## src/rtl/jt08_adpcmb_ram.sv

```systemverilog
// jt08_adpcmb_ram: bridges the YM2608 ADPCM-B RAM strobes onto a single-beat
// req/ack memory port. Writes are posted; reads wait behind queued writes.
// Build option: define JT08_ADPCMB_WRFIFO_EN for a WDEPTH-entry write FIFO;
// otherwise a single write holding register is used.
module jt08_adpcmb_ram #(
  parameter int unsigned AW     = 18,
  parameter int unsigned WDEPTH = 4
) (
  input  logic          clk,
  input  logic          rst_n,
  input  logic [23:0]   adpcmb_addr,
  input  logic          adpcmb_roe_n,
  input  logic          adpcmb_wr_n,
  input  logic [7:0]    adpcmb_dout,
  output logic [7:0]    adpcmb_din,
  output logic          mem_req,
  output logic          mem_we,
  output logic [AW-1:0] mem_addr,
  output logic [7:0]    mem_wdata,
  input  logic          mem_ack,
  input  logic [7:0]    mem_rdata,
  output logic          wr_ovf
);

  localparam int unsigned EW = AW + 8;

  typedef enum logic [1:0] {
    ST_IDLE  = 2'd0,
    ST_WRITE = 2'd1,
    ST_READ  = 2'd2
  } state_t;

  state_t        state;
  logic          roe_q;
  logic          wr_q;
  logic          rd_ev;
  logic          wr_ev;
  logic [AW-1:0] ev_addr;
  logic          pop;
  logic          push_ok;
  logic          wq_empty;
  logic [AW-1:0] head_addr;
  logic [7:0]    head_data;
  logic          rd_pend;
  logic [AW-1:0] rd_addr;
  logic          rd_issue;

  // Depth must be a power of two, at least 2
  if (WDEPTH < 2 || (WDEPTH & (WDEPTH - 1)) != 0) begin : g_bad_wdepth
    $error("jt08_adpcmb_ram: WDEPTH must be a power of two >= 2");
  end

  // Address bits above AW are ignored so addresses wrap
  if (AW < 24) begin : g_addr_hi
    logic unused_addr_hi;
    assign unused_addr_hi = ^adpcmb_addr[23:AW];
  end

  assign rd_ev   = roe_q & ~adpcmb_roe_n;
  assign wr_ev   = wr_q  & ~adpcmb_wr_n;
  assign ev_addr = adpcmb_addr[AW-1:0];
  assign pop     = (state == ST_WRITE) & mem_ack;

  // Strobe history for falling-edge event detection
  always_ff @(posedge clk or negedge rst_n) begin
    if (!rst_n) begin
      roe_q <= 1'b1;
      wr_q  <= 1'b1;
    end else begin
      roe_q <= adpcmb_roe_n;
      wr_q  <= adpcmb_wr_n;
    end
  end

`ifdef JT08_ADPCMB_WRFIFO_EN
  localparam int unsigned PW = $clog2(WDEPTH);

  logic [PW:0]   wptr;
  logic [PW:0]   rptr;
  logic          wq_full;
  logic [EW-1:0] fifo_mem [WDEPTH];

  assign wq_empty  = (wptr == rptr);
  assign wq_full   = (wptr[PW] != rptr[PW]) && (wptr[PW-1:0] == rptr[PW-1:0]);
  // A pop in the same cycle frees the slot, so a push into a full FIFO is kept
  assign push_ok   = wr_ev & (~wq_full | pop);
  assign head_addr = fifo_mem[rptr[PW-1:0]][EW-1:8];
  assign head_data = fifo_mem[rptr[PW-1:0]][7:0];

  // FIFO pointers; the head entry stays queued until its write is acknowledged
  always_ff @(posedge clk or negedge rst_n) begin
    if (!rst_n) begin
      wptr <= '0;
      rptr <= '0;
    end else begin
      if (push_ok) wptr <= wptr + (PW+1)'(1);
      if (pop)     rptr <= rptr + (PW+1)'(1);
    end
  end

  // FIFO storage, no reset needed
  always_ff @(posedge clk) begin
    if (push_ok) fifo_mem[wptr[PW-1:0]] <= {ev_addr, adpcmb_dout};
  end
`else
  logic          hold_valid;
  logic [AW-1:0] hold_addr;
  logic [7:0]    hold_data;

  assign wq_empty  = ~hold_valid;
  assign push_ok   = wr_ev & (~hold_valid | pop);
  assign head_addr = hold_addr;
  assign head_data = hold_data;

  // Single write holding register, occupied until its write is acknowledged
  always_ff @(posedge clk or negedge rst_n) begin
    if (!rst_n) begin
      hold_valid <= 1'b0;
      hold_addr  <= '0;
      hold_data  <= '0;
    end else if (push_ok) begin
      hold_valid <= 1'b1;
      hold_addr  <= ev_addr;
      hold_data  <= adpcmb_dout;
    end else if (pop) begin
      hold_valid <= 1'b0;
    end
  end
`endif

  // A read goes out only from IDLE with no write queued or arriving
  assign rd_issue = (state == ST_IDLE) & wq_empty & ~wr_ev & (rd_pend | rd_ev);

  // Pending read: latest address wins; consumed when the read is issued
  always_ff @(posedge clk or negedge rst_n) begin
    if (!rst_n) begin
      rd_pend <= 1'b0;
      rd_addr <= '0;
    end else if (rd_ev && !rd_issue) begin
      rd_pend <= 1'b1;
      rd_addr <= ev_addr;
    end else if (rd_issue) begin
      rd_pend <= 1'b0;
    end
  end

  // Sticky overflow flag for dropped writes
  always_ff @(posedge clk or negedge rst_n) begin
    if (!rst_n)                 wr_ovf <= 1'b0;
    else if (wr_ev && !push_ok) wr_ovf <= 1'b1;
  end

  // Transaction FSM with registered request outputs and read data
  always_ff @(posedge clk or negedge rst_n) begin
    if (!rst_n) begin
      state      <= ST_IDLE;
      mem_req    <= 1'b0;
      mem_we     <= 1'b0;
      mem_addr   <= '0;
      mem_wdata  <= '0;
      adpcmb_din <= '0;
    end else begin
      case (state)
        ST_IDLE: begin
          if (!wq_empty) begin
            state     <= ST_WRITE;
            mem_req   <= 1'b1;
            mem_we    <= 1'b1;
            mem_addr  <= head_addr;
            mem_wdata <= head_data;
          end else if (wr_ev) begin
            // Queue empty: issue straight from the bus, entry is still pushed
            state     <= ST_WRITE;
            mem_req   <= 1'b1;
            mem_we    <= 1'b1;
            mem_addr  <= ev_addr;
            mem_wdata <= adpcmb_dout;
          end else if (rd_issue) begin
            state    <= ST_READ;
            mem_req  <= 1'b1;
            mem_we   <= 1'b0;
            mem_addr <= rd_ev ? ev_addr : rd_addr;
          end
        end
        ST_WRITE: begin
          if (mem_ack) begin
            state   <= ST_IDLE;
            mem_req <= 1'b0;
            mem_we  <= 1'b0;
          end
        end
        ST_READ: begin
          if (mem_ack) begin
            state      <= ST_IDLE;
            mem_req    <= 1'b0;
            adpcmb_din <= mem_rdata;
          end
        end
        default: begin
          state   <= ST_IDLE;
          mem_req <= 1'b0;
          mem_we  <= 1'b0;
        end
      endcase
    end
  end

endmodule

```

## config.mk

```make
export PLATFORM = sky130hd
export DESIGN_NAME = jt08_adpcmb_ram
export DESIGN_NICKNAME = d
export VERILOG_FILES = /design/src/rtl/jt08_adpcmb_ram.sv
export SDC_FILE = /design/constraint.sdc
export NUM_CORES = 1
export LEC_CHECK = 0
export ABC_CLOCK_PERIOD_IN_PS = 4400
export CAP_MARGIN = 30
export CORE_ASPECT_RATIO = 0.5
export CORE_MARGIN = 5
export CORE_UTILIZATION = 54
export CTS_BUF_LIST = sky130_fd_sc_hd__clkbuf_8 sky130_fd_sc_hd__clkbuf_16
export DETAILED_ROUTE_END_ITERATION = 10
export HOLD_SLACK_MARGIN = 0.03
export PLACE_DENSITY = 0.85
export SLEW_MARGIN = 20
export SYNTH_ARGS = -nofsm -noshare
export SYNTH_HDL_FRONTEND = slang
export SYNTH_SLANG_ARGS = --single-unit
export TNS_END_PERCENT = 5
```

## constraint.sdc

```tcl
create_clock -name clk -period 4.4 [get_ports clk]
set_clock_uncertainty 0.2 [all_clocks]
set_input_delay 0.66 -clock clk [delete_from_list [all_inputs] [get_ports clk]]
set_output_delay 0.66 -clock clk [all_outputs]
set_load 0.005 [all_outputs]
```

# After elaboration in Yosys (flattened, before gate mapping)
# Index checks and enable logic that the tools add are counted.
dict set report totals {
  word_cells 71
  out_inout_bits 37
  input_bits 45
  reg_bits 87
}
dict set report classes {
  bitwise 14
  n_eq_ne 5
  reduce_logical 15
  n_mux 23
}
# op count
set ops {}
lappend ops {{$mux 18} 4}
lappend ops {{$mux 8} 2}
lappend ops {{$mux 1} 10}
lappend ops {{$mux 2} 4}
lappend ops {{$reduce_and 2->1} 4}
lappend ops {{$and 1x1->1} 7}
lappend ops {{$reduce_bool 2->1} 3}
lappend ops {{$not 1->1} 5}
lappend ops {{$ne 4x4->1 const B} 1}
lappend ops {{$pmux 2 s2} 1}
lappend ops {{$pmux 1 s3} 1}
lappend ops {{$reduce_and 3->1} 1}
lappend ops {{$reduce_bool 3->1} 1}
lappend ops {{$eq 2x1->1 const B} 1}
lappend ops {{$eq 2x2->1 const B} 1}
lappend ops {{$logic_and 1x1->1} 2}
lappend ops {{$logic_not 1->1} 2}
lappend ops {{$logic_not 2->1} 1}
lappend ops {{$ne 2x1->1 const B} 1}
lappend ops {{$ne 2x2->1 const B} 1}
lappend ops {{$or 1x1->1} 2}
lappend ops {{$pmux 1 s2} 1}
lappend ops {{$reduce_or 2->1} 1}

# Logic depth before layout (Yosys ltp)
# Gate-level depths: netlist (run 1).
dict set report logic_depth {
  depth_word 9
  depth_mapped 7
  mapped_depth_nobuf 5
}

# Worst setup path before layout (run 1)
# OpenSTA, ideal clock, no wires.
dict set report synth_timing {
  kind {input-to-reg}
  start {input port adpcmb_roe_n}
  end {register mem_addr[10]}
  path_stages 6
  required_time_ns 4.073
  slack_ns 2.382
  setup_time_ns 0.127
  n_path_buf 2
  arrival_time_ns 1.691
  path_cell_list {and2b_2 -> or2_2 -> buf_4 -> buf_4 -> nor3_1 -> o41ai_1}
}
dict set report synth_via {
  elab_chain_len 6
}
# item line_no
set synth_rtl {}
lappend synth_rtl {{start, declared} 12} ;# input logic adpcmb_roe_n,
lappend synth_rtl {{$not 1->1 (*)} 59} ;# assign rd_ev = roe_q & ~adpcmb_roe_n;
lappend synth_rtl {{$and 1x1->1 (*)} 59}
lappend synth_rtl {{$or 1x1->1 / $mux 18 (equally long branches)} {132, 182}}
lappend synth_rtl {{$and 1x1->1 / $mux 18 (equally long branches)} {132, 178}}
lappend synth_rtl {{$reduce_bool 3->1 (no line) / $mux 18 (equally long branches)} -}
lappend synth_rtl {{$reduce_and 2->1 (no line) / $mux 18 (equally long branches)} -}
lappend synth_rtl {{end signal, assigned} 169} ;# mem_addr <= head_addr;
lappend synth_rtl {{end signal, assigned} 176} ;# mem_addr <= ev_addr;
lappend synth_rtl {{end signal, assigned} 182} ;# mem_addr <= rd_ev ? ev_addr : rd_addr;
lappend synth_rtl {{end, declared} 18} ;# output logic [AW-1:0] mem_addr,
# Mark *: on every way between the ends. The rest lies on a longest branch, timed or not. The select of a mux whose other input is x is not followed.
# A chain may end at the register's enable or synchronous reset.

# Worst setup path in the final report (run 1)
dict set report layout_timing {
  start {register hold_valid}
  end {register mem_addr[14]}
}
dict set report layout_via {
  elab_chain_len 6
}
# item line_no
set layout_rtl {}
lappend layout_rtl {{start, declared} 106} ;# logic hold_valid;
lappend layout_rtl {{start signal, assigned} 118} ;# hold_valid <= 1'b0;
lappend layout_rtl {{start signal, assigned} 122} ;# hold_valid <= 1'b1;
lappend layout_rtl {{start signal, assigned} 126} ;# hold_valid <= 1'b0;
lappend layout_rtl {{$not 1->1} 110} ;# assign wq_empty = ~hold_valid;
lappend layout_rtl {{$and 1x1->1 (3 in series)} 132} ;# assign rd_issue = (state == ST_IDLE) & wq_empty & ~wr_ev & (rd_pend | rd_ev);
lappend layout_rtl {{$reduce_bool 3->1 (no line)} -}
lappend layout_rtl {{$reduce_and 2->1 (no line)} -}
# Parallel ways exist; a longest one is shown, timed or not.

==> results.yml, run 1 <==
floorplanning:
  start_util_pct: 56.8
  coreArea_sq_mm: 0.00681
  io_pins: 82
  row_count: 21
  die-area_sq_mm: 0.00905
  die_w_um: 130
  die_height_um: 69.8
cts:
  numCtsBuffers: 9
  post_cts_buffers: 0
  htreeDepth: 3
  cts-resized-gates: 0
  clock_sink_count: 87
  cts_buffer_depth: 2
  clk_pin_slew_ns: 0.06
  clock-root-buffer: "clkbuf_16"
  clk-insertion-delay-late_ns: 0.34
  cts_tree: "yes"
placement:
  placed_cell_area_sq_mm: 0.00466
  dpl.hpwl_mm: 5.86
  gp_congestion: 0.768
  portBuffers: 75
global_route:
  antenna_found_initial: 0
  grt_usage_pct: 20.1
  grt_pass1_wl_mm: 14.3
  first_global_vias: 3035
  grt-ovfl-total: 0
  grt_max_degree: 64
setup_path:
  required_ns: 4.40
  worst_setup_path_start_kind: "flip-flop"
  critPathCaptureType: "flip-flop"
  arrival_ns: 2.83
  worst-setup-path-type: "reg -> reg"
  worstPathMaxFanout: 49
routing:
  wirelength_mm: 8.57
  drt_iter0_drc: 185
  drc: 0
  drt-pass1-iter-count: 4
  vias: 2709
  ant_nets: 0
  wire_per_inst_um: 18.0
  viasPerCell: 5.69
synthesis:
  ys_seq_area_share_pct: 56.4
  synth-main-ff-cell: "dfrtp_1"
  avgSynthCellArea_sq_um: 12.6
  ys_async_sr_fraction_pct: 100
  synth-edff-count: 0
  ys_types: 34
  synth_top_cell_area_share_pct: 55.0
  syn_inst: 306
  synth_area_sq_mm: 0.00386
  synth-seq-cells: 87
  ys_warn_count: 0
  syn_nets: 354
  synth_area_leaders: "dfrtp_1 55%, mux2_2 12%, nor3_1 4.7%"
  synth_top_cell_by_area: "dfrtp_1"
power:
  p_per_area_mw_per_mm2: 689
  p_sw_share_pct: 31.4
  power_mw: 3.41
  vdd_drop_max_uv: 418
  comb_power_share_pct: 39.1
  internal_power_mw: 2.34
  p_clk_share_pct: 20.1
  switchingPower_mw: 1.07
  leakagePower_nw: 2.09
  seq_power_share_pct: 40.8
timing:
  hold_violations: 0
  worstMarginPinSlew_ns: 0.927
  max_freq_ghz: 0.354
  rsz0062_at_grt: "false"
  maxSlewViolCount: 0
  holdWs_ns: 0.273
  fin_crit_sh_pct: 64.3
  fin_crit_ns: 2.83
  maxSlewHeadroom_pct: 38.0
  tns_ns: 0
  setup_viol: 0
final_layout:
  final_core_util_pct: 72.7
  antenna_cells: 0
  fin_nets: 427
  area_delta_synth_final_pct: 28.0
  mostFrequentLayoutCell: "dfrtp_1"
  final_cell_mix: "84 x dfrtp_1, 74 x clkdlybuf4s50_1, 42 x mux2_2"
  stdcell_area_sq_mm: 0.00495
  drive_gt1_share_pct: 21.4
worst_hold_path:
  min_path_type: "reg -> reg"
run:
  maxCapViolCount: 0
status:
  status: "finished, final reports clean"
==> state kept, by name, summed over array words and instances, names as in the netlist <==
register	count
adpcmb_din	8
head_addr	18
head_data	8
hold_valid	1
mem_addr	18
mem_req	1
mem_wdata	8
mem_we	1
rd_addr	18
rd_pend	1
roe_q	1
state	2
wr_ovf	1
wr_q	1
==> per-stage QoR <==
step	worst slack (ns)	cells
2_1_floorplan	2.38	306
3_3_place_gp	1.32	458
3_5_place_dp	1.28	459
4_1_cts	1.61	476
5_1_grt	1.42	476
6_report	1.57	476
==> final cells by class <==
class	count	area, sq um
inverters	4	15.0
fillers	441	1860
clock inverters	5	18.8
multi-input cells	196	1550
flip-flops and latches	87	2180
well taps	92	115
clock buffers	11	253
repair buffers	81	816
==> routing by layer <==
metal | track usage (%) | vias up | routed length [um]
met2 | 33.9 | 89 | 4440
met1 | 22.8 | 1353 | 3370
met3 | 8.31 | 22 | 520
met5 | 0 | - | 0
li1 | - | 1245 | -
met4 | 7.83 | 0 | 233
==> cell usage after synthesis, drive strengths merged, types with 4 or more instances <==
cell / n
buf: 16
o41ai: 19
nor3: 36
mux2i: 8
nor2b: 21
dfrtp: 85
inv: 4
nand2: 27
nor2: 5
mux2: 52
o21ai: 10
==> power by group through the flow <==
stage | sequential [mW] | clock (mW) | combinational, mW
after floorplan | 1.35 | 0 | 0.804
after global placement | 1.37 | 0 | 1.25
after detailed placement | 1.40 | 0 | 1.33
after CTS | 1.39 | 0.692 | 1.34
after global routing | 1.44 | 0.729 | 1.45
final | 1.39 | 0.684 | 1.33
==> critical path: stages (launching register included) <==
cell	delay (ns)
dfrtp_2	0.58
buf_4	0.37
o41ai_4	0.93
buf_4	0.39
nand2_1	0.11
o41ai_1	0.09
==> cells by family after synthesis <==
kind of cell / share of synthesized area (%)
compound gates: 7.90
mux: 18.2
simple gates: 12.9
buf+inv: 3.66
flops: 56.4
fa+ha+maj: 0.971
==> timing repair <==
item | in CTS | in global routing
hold buffers | 1 | 0
endpoints found under the setup margin | 0 | 0
endpoints found under the hold margin | 24 | 0
==> worst paths after layout <==
path | cells past startpoint | endpoint | slack (ns) | from
worst max-delay path | 5 | mem_addr[14] | 1.57 | hold_valid
worst min-delay path | 2 | mem_addr[12] | 0.27 | mem_addr[12]
worst max register to register | 5 | mem_addr[14] | 1.57 | hold_valid
worst min register to register | 2 | mem_addr[12] | 0.27 | mem_addr[12]
max in group asynchronous | 3 | wr_q | 2.80 | rst_n
min in group asynchronous | 2 | mem_wdata[4] | 0.57 | rst_n
Power figures use the tool's default switching activity.
==> run 2, diff against run 1 <==
--- a/config.mk
+++ b/config.mk
@@ -5,15 +5,15 @@
 export SDC_FILE = /design/constraint.sdc
 export NUM_CORES = 1
 export LEC_CHECK = 0
-export ABC_CLOCK_PERIOD_IN_PS = 4400
+export ABC_CLOCK_PERIOD_IN_PS = 2350
 export CAP_MARGIN = 30
 export CORE_ASPECT_RATIO = 0.5
 export CORE_MARGIN = 5
-export CORE_UTILIZATION = 54
+export CORE_UTILIZATION = 46
 export CTS_BUF_LIST = sky130_fd_sc_hd__clkbuf_8 sky130_fd_sc_hd__clkbuf_16
 export DETAILED_ROUTE_END_ITERATION = 10
 export HOLD_SLACK_MARGIN = 0.03
-export PLACE_DENSITY = 0.85
+export PLACE_DENSITY = 0.77
 export SLEW_MARGIN = 20
 export SYNTH_ARGS = -nofsm -noshare
 export SYNTH_HDL_FRONTEND = slang
==> constraint.sdc (replaced) <==
create_clock -name clk -period 2.35 [get_ports clk]
set_clock_uncertainty 0.2 [all_clocks]
set_input_delay 0.3525 -clock clk [delete_from_list [all_inputs] [get_ports clk]]
set_output_delay 0.3525 -clock clk [all_outputs]
set_load 0.005 [all_outputs]
==> run 2 against run 1 <==
Design area up 2.5%; critical path depth down 2; combinational power up 94%; wire length up 4.7%; fmax up 39%; core utilization down 10 points; die area up 15%; setup slack worse by 1.3 ns.
==> results.yml, run 2 (synthesized netlist as in run 1, its figures left out) <==
power:
  leakagePower_nw: 2.12
  power_mw: 6.59
  p_per_area_mw_per_mm2: 1300
  vdd_drop_max_uv: 592
cts:
  cts_tree: "yes"
  cts-resized-gates: 0
  cts_buffer_depth: 2
  numCtsBuffers: 9
  clock_sink_count: 87
  clock-root-buffer: "clkbuf_16"
  clk_pin_slew_ns: 0.06
  clk-insertion-delay-late_ns: 0.34
  htreeDepth: 3
final_layout:
  mostFrequentLayoutCell: "dfrtp_1"
  area_delta_synth_final_pct: 31.1
  antenna_cells: 0
  drive_gt1_share_pct: 22.5
  final_cell_mix: "84 x dfrtp_1, 74 x clkdlybuf4s50_1, 42 x mux2_2"
  fin_nets: 430
  fill_cells: 621
timing:
  fin_crit_ns: 2.03
  maxSlewViolCount: 0
  maxSlewHeadroom_pct: 54.1
  fin_crit_sh_pct: 86.5
  tns_ns: 0
  max_freq_ghz: 0.492
  hold_violations: 0
  rsz0062_at_grt: "false"
  setup_viol: 0
  worstMarginPinSlew_ns: 0.689
  holdWs_ns: 0.244
setup_path:
  worst-setup-path-type: "reg -> reg"
  worstPathMaxFanout: 55
  required_ns: 2.37
  critPathCaptureType: "flip-flop"
  worst_setup_path_start_kind: "flip-flop"
  arrival_ns: 2.05
global_route:
  grt_usage_pct: 18.3
  grt_max_degree: 56
  grt-ovfl-total: 0
  grt_pass1_wl_mm: 14.9
  antenna_found_initial: 0
  first_global_vias: 2968
routing:
  wirelength_mm: 8.98
  viasPerCell: 5.50
  drt_iter0_drc: 153
  drt-pass1-iter-count: 4
  ant_nets: 0
  wire_per_inst_um: 18.0
  drc: 0
  vias: 2745
floorplanning:
  die_height_um: 74.8
  row_count: 23
  die_w_um: 140
  start_util_pct: 47.8
  coreArea_sq_mm: 0.00809
  die-area_sq_mm: 0.0104
  io_pins: 82
placement:
  dpl.hpwl_mm: 6.02
  gp_congestion: 0.812
  portBuffers: 75
run:
  maxCapViolCount: 0
status:
  status: "finished, final reports clean"
worst_hold_path:
  min_path_type: "in -> reg"
## run 2: cell types whose count changed in the layout (fill, tap and decap cells not counted), sizes merged
cell | before | now
inv | 9 | 6
clkbuf | 11 | 10
buf | 6 | 9
clkinvlp | 0 | 1
clkinv | 0 | 2
bufinv | 0 | 1
## run 2: worst max-delay path, stage by stage (launching register included)
cell and delay [ns]:
dfrtp_2 0.61, buf_4 0.53, nor3_1 0.14, o41ai_1 0.41
## run 2: power by group
part | leakage, nW | switching [mW] | internal, mW | total [mW]
Clock | 0.151 | 0.565 | 0.841 | 1.41
Combinational | 0.940 | 1.09 | 1.49 | 2.58
Sequential | 1.03 | 0.416 | 2.19 | 2.60
## run 2: cell type report
| cell class | instances | area, sq um | area share, % |
|---|---|---|---|
| repair buffers | 84 | 893 | 17.6 |
| well taps | 112 | 140 | 2.77 |
| clock buffers | 10 | 239 | 4.72 |
| flip-flops and latches | 87 | 2180 | 43.0 |
| inverters | 4 | 15.0 | 0.296 |
| multi-input cells | 196 | 1540 | 30.5 |
| clock inverters | 6 | 55.1 | 1.09 |
## run 2: path summary, 6_finish.rpt
check | slack, ns | start | end | depth (start not counted)
hold / removal | 0.24 | adpcmb_roe_n | roe_q | 1
setup reg to reg | 0.32 | hold_valid | mem_addr[6] | 3
hold reg to reg | 0.28 | mem_addr[8] | mem_addr[8] | 2
setup / recovery | 0.32 | hold_valid | mem_addr[6] | 3
max in group asynchronous | 0.90 | rst_n | rd_addr[13] | 3
min in group asynchronous | 0.39 | rst_n | state[0] | 2
## run 2: layer usage
layer | vias up | share of wire, % | GRT usage (%)
li1 | 1243 | - | -
met1 | 1411 | 42 | 22.3
met2 | 77 | 51 | 32.0
met3 | 14 | 5.4 | 5.84
met4 | 0 | 1.4 | 5.80
met5 | - | 0 | 0
## run 2: stage by stage
stage / cell area [sq um] / std cells / setup slack (ns) / util (%)
final: 5070 / 499 / 0.317 / 62.7
after global routing: 5070 / 499 / 0.173 / 62.7
after CTS: 5070 / 499 / 0.296 / 62.7
after detailed placement: 4760 / 482 / 0.0518 / 58.9
after global placement: 4760 / 481 / -0.0579 / 58.8
after floorplan: 3860 / 306 / 0.440 / -
## run 2: repair_timing
| item | 4_1_cts | 5_1_grt |
|---|---|---|
| buffers inserted | 0 | 0 |
| endpoints found under the hold margin | 49 | 0 |
| hold buffers | 1 | 0 |
